`src/rtl/switch_pkg.sv`:
```
// Shared types for the switch output-port slice.
//   DEPTH_DEF   : default packet-buffer depth (bytes)
//   out_state_e : read-side FSM states
//   buf_entry_t : one buffered byte tagged with its end-of-packet flag
package switch_pkg;
  localparam int DEPTH_DEF = 64;

  typedef enum logic [1:0] {
    IDLE = 2'd0,
    SEND = 2'd1,
    GAP  = 2'd2
  } out_state_e;

  typedef struct packed {
    logic       eop;
    logic [7:0] data;
  } buf_entry_t;
endpackage

```
`src/rtl/pkt_fifo.sv`:
```
// Synchronous FIFO of buf_entry_t with first-word-fall-through head.
//   clock, reset : rising-edge clock, synchronous active-high reset
//   i_push/i_wdata : write an entry (ignored when full)
//   i_pop          : drop the head entry (ignored when empty)
//   o_head         : current head entry, valid whenever !o_empty
//   o_empty        : no entries stored
//   o_count        : occupancy, 0..DEPTH
module pkt_fifo
  import switch_pkg::*;
#(
  parameter  int DEPTH  = DEPTH_DEF,
  localparam int ADDR_W = $clog2(DEPTH)
) (
  input  logic              clock,
  input  logic              reset,
  input  logic              i_push,
  input  buf_entry_t        i_wdata,
  input  logic              i_pop,
  output buf_entry_t        o_head,
  output logic              o_empty,
  output logic [ADDR_W:0]   o_count
);
  localparam logic [ADDR_W:0] FULL_CNT = DEPTH[ADDR_W:0];

  buf_entry_t        r_mem [DEPTH];
  logic [ADDR_W-1:0] r_wr_ptr;
  logic [ADDR_W-1:0] r_rd_ptr;
  logic [ADDR_W:0]   r_count;

  logic w_push;
  logic w_pop;

  assign w_push  = i_push && (r_count != FULL_CNT);
  assign w_pop   = i_pop  && (r_count != '0);
  assign o_head  = r_mem[r_rd_ptr];
  assign o_empty = (r_count == '0);
  assign o_count = r_count;

  // Storage carries no reset; occupancy and pointers define what is live.
  always_ff @(posedge clock) begin
    if (w_push) r_mem[r_wr_ptr] <= i_wdata;
  end

  // Pointers are exactly ADDR_W bits so they wrap modulo DEPTH for free.
  always_ff @(posedge clock) begin
    if (reset) begin
      r_wr_ptr <= '0;
      r_rd_ptr <= '0;
      r_count  <= '0;
    end else begin
      if (w_push) r_wr_ptr <= r_wr_ptr + 1'b1;
      if (w_pop)  r_rd_ptr <= r_rd_ptr + 1'b1;
      case ({w_push, w_pop})
        2'b10:   r_count <= r_count + 1'b1;
        2'b01:   r_count <= r_count - 1'b1;
        default: r_count <= r_count;
      endcase
    end
  end
endmodule

```
`src/rtl/switch_out_port.sv`:
```
// Output-port stage: buffers routed bytes and hands whole packets to the
// external reader over the port/ready/read handshake.
//   clock, reset      : rising-edge clock, synchronous active-high reset
//   in_data/in_valid/in_eop, in_ready : byte stream from the switch core
//   port, ready, read : reader interface (byte, packet-available, advance)
//   pkt_count         : number of complete packets held in the buffer
module switch_out_port
  import switch_pkg::*;
#(
  parameter  int DEPTH  = DEPTH_DEF,
  localparam int ADDR_W = $clog2(DEPTH)
) (
  input  logic              clock,
  input  logic              reset,
  input  logic [7:0]        in_data,
  input  logic              in_valid,
  input  logic              in_eop,
  output logic              in_ready,
  output logic [7:0]        port,
  output logic              ready,
  input  logic              read,
  output logic [ADDR_W:0]   pkt_count
);
  localparam logic [ADDR_W:0] FULL_CNT = DEPTH[ADDR_W:0];

  out_state_e      r_state;
  out_state_e      w_state_nxt;
  logic [7:0]      r_port;
  logic            r_cur_eop;
  logic [ADDR_W:0] r_pkt_count;

  buf_entry_t      w_head;
  buf_entry_t      w_wdata;
  logic            w_empty;
  logic [ADDR_W:0] w_count;
  logic            w_push;
  logic            w_pop;
  logic            w_load;
  logic            w_clr;
  logic            w_inc;
  logic            w_dec;
  logic            w_ready;

  // in_ready depends only on buffer occupancy, never on in_valid.
  assign in_ready = (w_count != FULL_CNT);
  assign w_push   = in_valid && in_ready;
  assign w_wdata  = '{eop: in_eop, data: in_data};
  assign w_inc    = w_push && in_eop;

  pkt_fifo #(.DEPTH(DEPTH)) u_fifo (
    .clock   (clock),
    .reset   (reset),
    .i_push  (w_push),
    .i_wdata (w_wdata),
    .i_pop   (w_pop),
    .o_head  (w_head),
    .o_empty (w_empty),
    .o_count (w_count)
  );

  always_ff @(posedge clock) begin
    if (reset) r_state <= IDLE;
    else       r_state <= w_state_nxt;
  end

  // Only complete packets start a transfer, so the head is always present
  // while in SEND; the !w_empty term in IDLE is purely defensive.
  always_comb begin
    w_state_nxt = r_state;
    w_pop       = 1'b0;
    w_load      = 1'b0;
    w_clr       = 1'b0;
    w_dec       = 1'b0;
    w_ready     = 1'b0;
    case (r_state)
      IDLE: begin
        w_ready = (r_pkt_count != '0);
        if (w_ready && read && !w_empty) begin
          w_pop       = 1'b1;
          w_load      = 1'b1;
          w_state_nxt = SEND;
        end
      end
      SEND: begin
        w_ready = 1'b1;
        if (read) begin
          if (r_cur_eop) begin
            w_clr       = 1'b1;
            w_dec       = 1'b1;
            w_state_nxt = GAP;
          end else begin
            w_pop  = 1'b1;
            w_load = 1'b1;
          end
        end
      end
      GAP:     w_state_nxt = IDLE;
      default: w_state_nxt = IDLE;
    endcase
  end

  // r_cur_eop remembers whether the byte now on port closes the packet.
  always_ff @(posedge clock) begin
    if (reset) begin
      r_port      <= '0;
      r_cur_eop   <= 1'b0;
      r_pkt_count <= '0;
    end else begin
      if (w_load) begin
        r_port    <= w_head.data;
        r_cur_eop <= w_head.eop;
      end else if (w_clr) begin
        r_port    <= '0;
        r_cur_eop <= 1'b0;
      end
      // An eop arriving on the edge the previous packet finishes nets to zero.
      case ({w_inc, w_dec})
        2'b10:   r_pkt_count <= r_pkt_count + 1'b1;
        2'b01:   r_pkt_count <= r_pkt_count - 1'b1;
        default: r_pkt_count <= r_pkt_count;
      endcase
    end
  end

  assign port      = r_port;
  assign ready     = w_ready;
  assign pkt_count = r_pkt_count;
endmodule

```
`config.mk`:
```
export PLATFORM = sky130hd
export DESIGN_NAME = switch_out_port
export DESIGN_NICKNAME = d
export VERILOG_FILES = /design/src/rtl/switch_pkg.sv /design/src/rtl/pkt_fifo.sv /design/src/rtl/switch_out_port.sv
export SDC_FILE = /design/constraint.sdc
export NUM_CORES = 1
export LEC_CHECK = 0
export ABC_AREA = 0
export BUFFER_PORTS_ARGS = -buffer_cell sky130_fd_sc_hd__buf_2
export CAP_MARGIN = 20
export CORE_ASPECT_RATIO = 0.8
export CORE_MARGIN = 2
export CORE_UTILIZATION = 35
export CTS_CLUSTER_DIAMETER = 60
export CTS_CLUSTER_SIZE = 14
export DETAILED_ROUTE_END_ITERATION = 10
export PLACE_DENSITY = 0.46
export SYNTH_ARGS = -nofsm -noshare
export SYNTH_HDL_FRONTEND = slang
export SYNTH_SLANG_ARGS = --single-unit
```
`constraint.sdc`:
```
create_clock -name clock -period 5.6 [get_ports clock]
set_clock_uncertainty 0.15 [all_clocks]
set_input_delay 0.56 -clock clock [delete_from_list [all_inputs] [get_ports clock]]
set_output_delay 0.56 -clock clock [all_outputs]
set_load 0.005 [all_outputs]
```
After elaboration in Yosys (flattened, before gate mapping) --
Memory sizes are Yosys's and may differ from the RTL's. A register that Yosys moved wholly into a read port is not among the register bits. Index checks and enable logic that the tools add are counted.
Word-level totals: bits in registers 37, memory bits (read-only) 0, bits in latches 0, memories 1, memory bits (writable) 576
Cells by class: magnitude comparators 0, shift operators 0, bitwise operators 0, $mul 0, equal/unequal tests 9, reduce and logical (&&, ||, !) cells 15, $add $sub $neg 6, div/mod/pow operators 0, mux-type cells 22
Memories:
- u_fifo.r_mem | words 64, bits a word 9, rd ports 1, clocked after Yosys merged registers in 1, wr ports 1, RTL line pkt_fifo.sv:25 | buf_entry_t r_mem [DEPTH];
Operator list (count):
- $pmux W7 S2 | 2
- $mux W8 | 2
- $add A7 B1 Y7 const B | 2
- $reduce_bool A7 Y1 | 2
- $sub A7 B1 Y7 const B | 2
- $add A6 B1 Y6 const B | 2
- $mux W6 | 2
- $mux W1 | 10
- $logic_not A7 Y1 | 1
- $ne A7 B7 Y1 const B | 1
- $eq A2 B1 Y1 const B | 3
- $logic_and A1 B1 Y1 | 6
- $mux W2 | 3
- $ne A2 B2 Y1 const B | 3
- $reduce_bool A2 Y1 | 3
- $eq A2 B2 Y1 const B | 2
- $pmux W1 S2 | 2
- $pmux W2 S2 | 1
- $reduce_and A3 Y1 | 1
- $logic_not A2 Y1 | 1
- $logic_not A1 Y1 | 1

Depth between registers and ports, before layout --
word-level depth 8, mapped depth 14, depth with buffers taken out 12

Hierarchy --
Synthesis repeated with hierarchy kept, for this count alone.
Unflattened totals: cell total of the unflattened synthesis 1293, area total of the unflattened synthesis 24767.5 sq um
By module, submodules not included:
- pkt_fifo | sequential area each 17797.1 sq um, area each 23646.4 sq um, times used 1, cells each 1167
- switch_out_port | sequential area each 360.3 sq um, area each 1121.1 sq um, times used 1, cells each 126

Least setup slack after synthesis --
No wires, ideal clock.
path type register to register, start reg r_pkt_count[0], in the netlist pkt_count[0], end reg u_fifo.r_count[4], in the netlist u_fifo.o_count[4], data required time 5.329 ns, path slack 1.968 ns, stages on the path, launching flop included 15, library setup time 0.121 ns, data arrival time 3.362 ns, path through dfxtp_1 -> or4_4 -> o211a_1 -> buf_6 -> and2_4 -> buf_6 -> ha_1 -> clkbuf_1 -> xor2_1 -> ha_1 -> or3_1 -> a21oi_1 -> o21ai_0 -> a21oi_1 -> mux2_2
Between the ends: longest elaborated chain between the ends 8, elaborated cells on any way between the ends 10, classes of those cells eq/ne: 2; mux: 3; reduce/logical: 5
Ends and longest elaborated chain:
- from (decl) | RTL line switch_out_port.sv:30 | logic [ADDR_W:0] r_pkt_count;
- from (signal assigned) | RTL line switch_out_port.sv:118 | 2'b10: r_pkt_count <= r_pkt_count + 1'b1;
- from (signal assigned) | RTL line switch_out_port.sv:119 | 2'b01: r_pkt_count <= r_pkt_count - 1'b1;
- from (signal assigned) | RTL line switch_out_port.sv:120 | default: r_pkt_count <= r_pkt_count;
- $reduce_bool A7 Y1 (*) | RTL line switch_out_port.sv:77 | w_ready = (r_pkt_count != '0);
- $logic_and A1 B1 Y1 (*) (2 in a row) | RTL line switch_out_port.sv:78 | if (w_ready && read && !w_empty) begin
- $mux W1 (*) | RTL line switch_out_port.sv:78
- $pmux W1 S2 (*) | RTL line switch_out_port.sv:75 | case (r_state)
- $logic_and A1 B1 Y1 (*) | RTL line pkt_fifo.sv:34 | assign w_pop = i_pop && (r_count != '0);
- via u_fifo.w_pop | RTL line pkt_fifo.sv:31 | logic w_pop;
- $eq A2 B1 Y1 / $eq A2 B2 Y1 (equally long branches) | RTL line pkt_fifo.sv:53 | case ({w_push, w_pop})
- $pmux W7 S2 / $reduce_bool A2 Y1 (equally long branches)
- to (signal assigned) | RTL line pkt_fifo.sv:54 | 2'b10: r_count <= r_count + 1'b1;
- to (signal assigned) | RTL line pkt_fifo.sv:55 | 2'b01: r_count <= r_count - 1'b1;
- to (signal assigned) | RTL line pkt_fifo.sv:56 | default: r_count <= r_count;
- to (decl) | RTL line pkt_fifo.sv:28 | logic [ADDR_W:0] r_count;
The timed path passes the listed nets; every way through them passes the cells marked *. A chain may end at the register's enable or synchronous reset.

Worst setup path in the final report --
start reg r_pkt_count[0], in the netlist pkt_count[0], end reg u_fifo.r_count[4], in the netlist u_fifo.o_count[4]
Between the ends: longest elaborated chain between the ends 8, elaborated cells on any way between the ends 10, classes of those cells eq/ne: 2; mux: 3; reduce/logical: 5
Ends and longest elaborated chain (RTL line):
- $reduce_bool A7 Y1 (*) | switch_out_port.sv:77
- $logic_and A1 B1 Y1 (*) (2 in a row) | switch_out_port.sv:78
- $mux W1 (*) | switch_out_port.sv:78
- $pmux W1 S2 (*) | switch_out_port.sv:75
- $logic_and A1 B1 Y1 (*) | pkt_fifo.sv:34
- $eq A2 B1 Y1 / $eq A2 B2 Y1 (equally long branches) | pkt_fifo.sv:53
- $pmux W7 S2 / $reduce_bool A2 Y1 (equally long branches)
Every way passes the cells marked *; elsewhere a longest branch is shown, timed or not.

==> results.py <==
metrics = {
    "worst_setup_path": {
        "crit_chain": "or4_4, o211a_1, and2_4, ha_1, xor2_1, ha_1, or3_1, a21oi_1, o21ai_0, a21oi_1, mux2_2",
        "r2r-start": "pkt_count[0]",
        "r2r_cells": 11,
        "cp.required_ps": 5930,
        "crit_path_top_delay_cell": "or4_4",
        "r2r_setup_slack_ps": 1800,
        "critPathMaxFanout": 12,
        "arrival_ps": 4130,
        "r2r-end": "u_fifo.o_count[4]",
        "crit_type": "flop to flop",
        "max_stage_delay_ps": 570,
        "cp-startpoint": "pkt_count[0]",
        "end_kind": "flop",
        "start_kind": "flop",
    },
    "drt": {
        "vias": 11870,
        "wl_um": 59260,
        "drt_pass1_iterations": 5,
        "drc_errors": 0,
        "ant_nets": 0,
        "avgViaCountPerCell": 5.245,
        "wl_per_cell_um": 26.19,
        "drt_iter0_drc": 1078,
    },
    "die": {
        "rows": 86,
        "io_pins": 30,
        "start_util": 0.3541,
        "dieHeight_um": 240.1,
        "die_x_um": 299.1,
        "core-area_um2": 68870,
        "dieArea_um2": 71820,
    },
    "global_routing": {
        "antenna_found_initial": 0,
        "grtUsageMet1": 0.2458,
        "grt_pass1_wl_um": 85970,
        "grt_max_degree": 81,
        "top_usage_layer": "met2",
        "met2_usage": 0.2553,
        "grt_pass1_vias": 11950,
        "grt_use_total": 0.1664,
        "use_met3": 0.02973,
        "grt-ovfl-total": 0,
    },
    "hold_path": {
        "hold_class": "primary input to flop",
        "hold_path_end": "r_state[1]",
        "min_path_cells": 3,
        "worstHoldStart": "read",
    },
    "clocking": {
        "clock_latency_ps": 600,
        "cts.reportedPaths.clkPinSlew_ps": 60,
        "cts_buffer_depth": 3,
        "post_cts_buffers": 0,
        "htreeDepth": 2,
        "ctsResizeCount": 0,
        "numCtsBuffers": 52,
        "cts_sinks": 619,
        "cts_hold_buf": 0,
        "cts_tree": "done",
        "root_buffer": "clkbuf_16",
    },
    "yosys": {
        "synthAdderAreaFrac": 0.005951,
        "avgSynthCellArea_um2": 19.17,
        "synth_top_family_by_area": "multiplexers",
        "synthCells": 1272,
        "synth_edf_count": 576,
        "synth-compound-area-share": 0.03699,
        "synth-xor-area-share": 0.005028,
        "ys_top_cells_by_area": "edfxtp_1, mux4_2, dfxtp_1",
        "synthSimpleGateAreaFrac": 0.04325,
        "synthTopCellsByCount": "edfxtp_1, mux4_2, nor2_1",
        "synthesis.nets": 1296,
        "synthArstFlopShare": 0,
        "synth_area_um2": 24390,
        "synth_top_cell_by_area": "edfxtp_1",
        "yosys_warnings": 0,
        "synth.top_cell.area_share": 0.7092,
        "ys_seq_elements": 619,
        "ys_types": 61,
        "yosysSeqAreaShare": 0.7445,
        "synthMuxAreaShare": 0.1496,
        "synth-main-ff-cell": "edfxtp_1",
        "yosysMostFrequentCell": "edfxtp_1",
    },
    "timing": {
        "setup_tns_ps": 0,
        "finalHoldViolCount": 0,
        "holdWs_ps": 161.2,
        "fmax_mhz": 263.0,
        "relSlewSlack": 0.3434,
        "slew_violations": 0,
        "timing.final.crit_share": 0.6790,
        "rsz0062_at_grt": "false",
        "worstMarginPinSlew_ps": 981.2,
        "min_period_ps": 3802,
        "setup_viol": 0,
    },
    "outcome": {
        "status": "complete, no violations",
    },
    "power_and_ir_drop": {
        "cellLeakagePower_nw": 8.110,
        "power.density_nw_per_um2": 335.4,
        "irDropWorstVdd_v": 0.0001923,
    },
    "place": {
        "placed_cell_area_um2": 25570,
        "port_buffers": 29,
        "gp_congestion": 0.7699,
        "hpwl_um": 34710,
    },
    "cells_and_area": {
        "final_util": 0.3936,
        "final_layout_size_suffix_gt1_frac": 0.2021,
        "final_nets": 1333,
        "syn2layout_area_growth_pct": 11.13,
        "fin_area_um2": 27100,
    },
    "flow_run": {
        "cap_violations": 0,
    },
}
metal layers:
layer	wire (um)	vias up
met4	1151	0
met2	26920	242
met1	28460	6306
met5	0	-
met3	2725	75
li1	-	5247
kinds of logic (layout without fill, tap and decap cells):
group | after synthesis | count (layout)
DFF | 619 | 619
and+or+nand+nor | 225 | 225
muxes | 193 | 193
AOI/OAI and AO/OA | 133 | 133
buffers and inverters | 77 | 141
xor gates and xnor gates | 14 | 14
adders and majority gates | 11 | 11
other | 0 | 3
cell type report:
class                   instances  area, um^2
fillers                      6293       41760
flip-flops and latches        619       18170
multi-input cells             576        5873
clock buffers                  73        1434
well taps                     924        1156
repair buffers                 50       340.3
clock inverters                 8       88.84
inverters                      10       37.54
diodes                          3       7.507
sequential cells by signal, summed over array words and instances, names as in the netlist, named ones only:
register	cells
port	8
u_fifo.r_rd_ptr	6
r_cur_eop	1
u_fifo.r_wr_ptr	6
u_fifo.r_mem	576
u_fifo.o_count	7
pkt_count	7
r_state	2
metrics by stage:
stage / total power, mW / std cells / worst slack [ps]
6_report: 9.089 / 2263 / 1798
4_1_cts: 9.203 / 2260 / 1810
3_5_place_dp: 5.762 / 2179 / 1801
2_1_floorplan: 5.548 / 1272 / 1968
3_3_place_gp: 5.757 / 2179 / 1829
5_1_grt: 9.396 / 2260 / 1484
layout by cell type, fill, tap and decap left out, drive strengths merged, types with 6 or more instances in the layout:
| master | count |
|---|---|
| o22ai | 8 |
| a21o | 6 |
| a22oi | 34 |
| clkbuf | 73 |
| a31oi | 6 |
| nand2 | 43 |
| nor2b | 11 |
| ha | 10 |
| nand3 | 16 |
| buf | 50 |
| nor3 | 10 |
| a21oi | 24 |
| xor2 | 9 |
| o221ai | 8 |
| nand3b | 7 |
| o21ai | 23 |
| mux4 | 137 |
| edfxtp | 576 |
| nor2 | 106 |
| dfxtp | 43 |
| a211oi | 8 |
| inv | 12 |
| mux2i | 54 |
power breakdown:
part	internal, mW	switching [mW]
clock network	1.82	1.63
logic	0.212	0.307
registers	5.08	0.0465
total	7.11	1.98
worst max path at each step:
stage,cells past startpoint,end,slack (ps)
3_3_place_gp,12,pkt_count[6],1830
3_5_place_dp,7,u_fifo.r_mem[59][7],1800
4_1_cts,5,u_fifo.r_mem[55][0],1810
6_report,11,u_fifo.o_count[4],1800
2_1_floorplan,14,u_fifo.o_count[4],1970
5_1_grt,11,pkt_count[6],1480
worst max-delay path: cells and delay by family, from the launching register on:
kind,cells,cell delay (ps)
AND/OR/NAND/NOR,3,1140
AO/OA/AOI/OAI,4,920
adder cells (fa/ha/maj),2,580
flip-flops,1,350
multiplexers,1,340
XOR/XNOR,1,200
(Power assumes the default switching activity.)
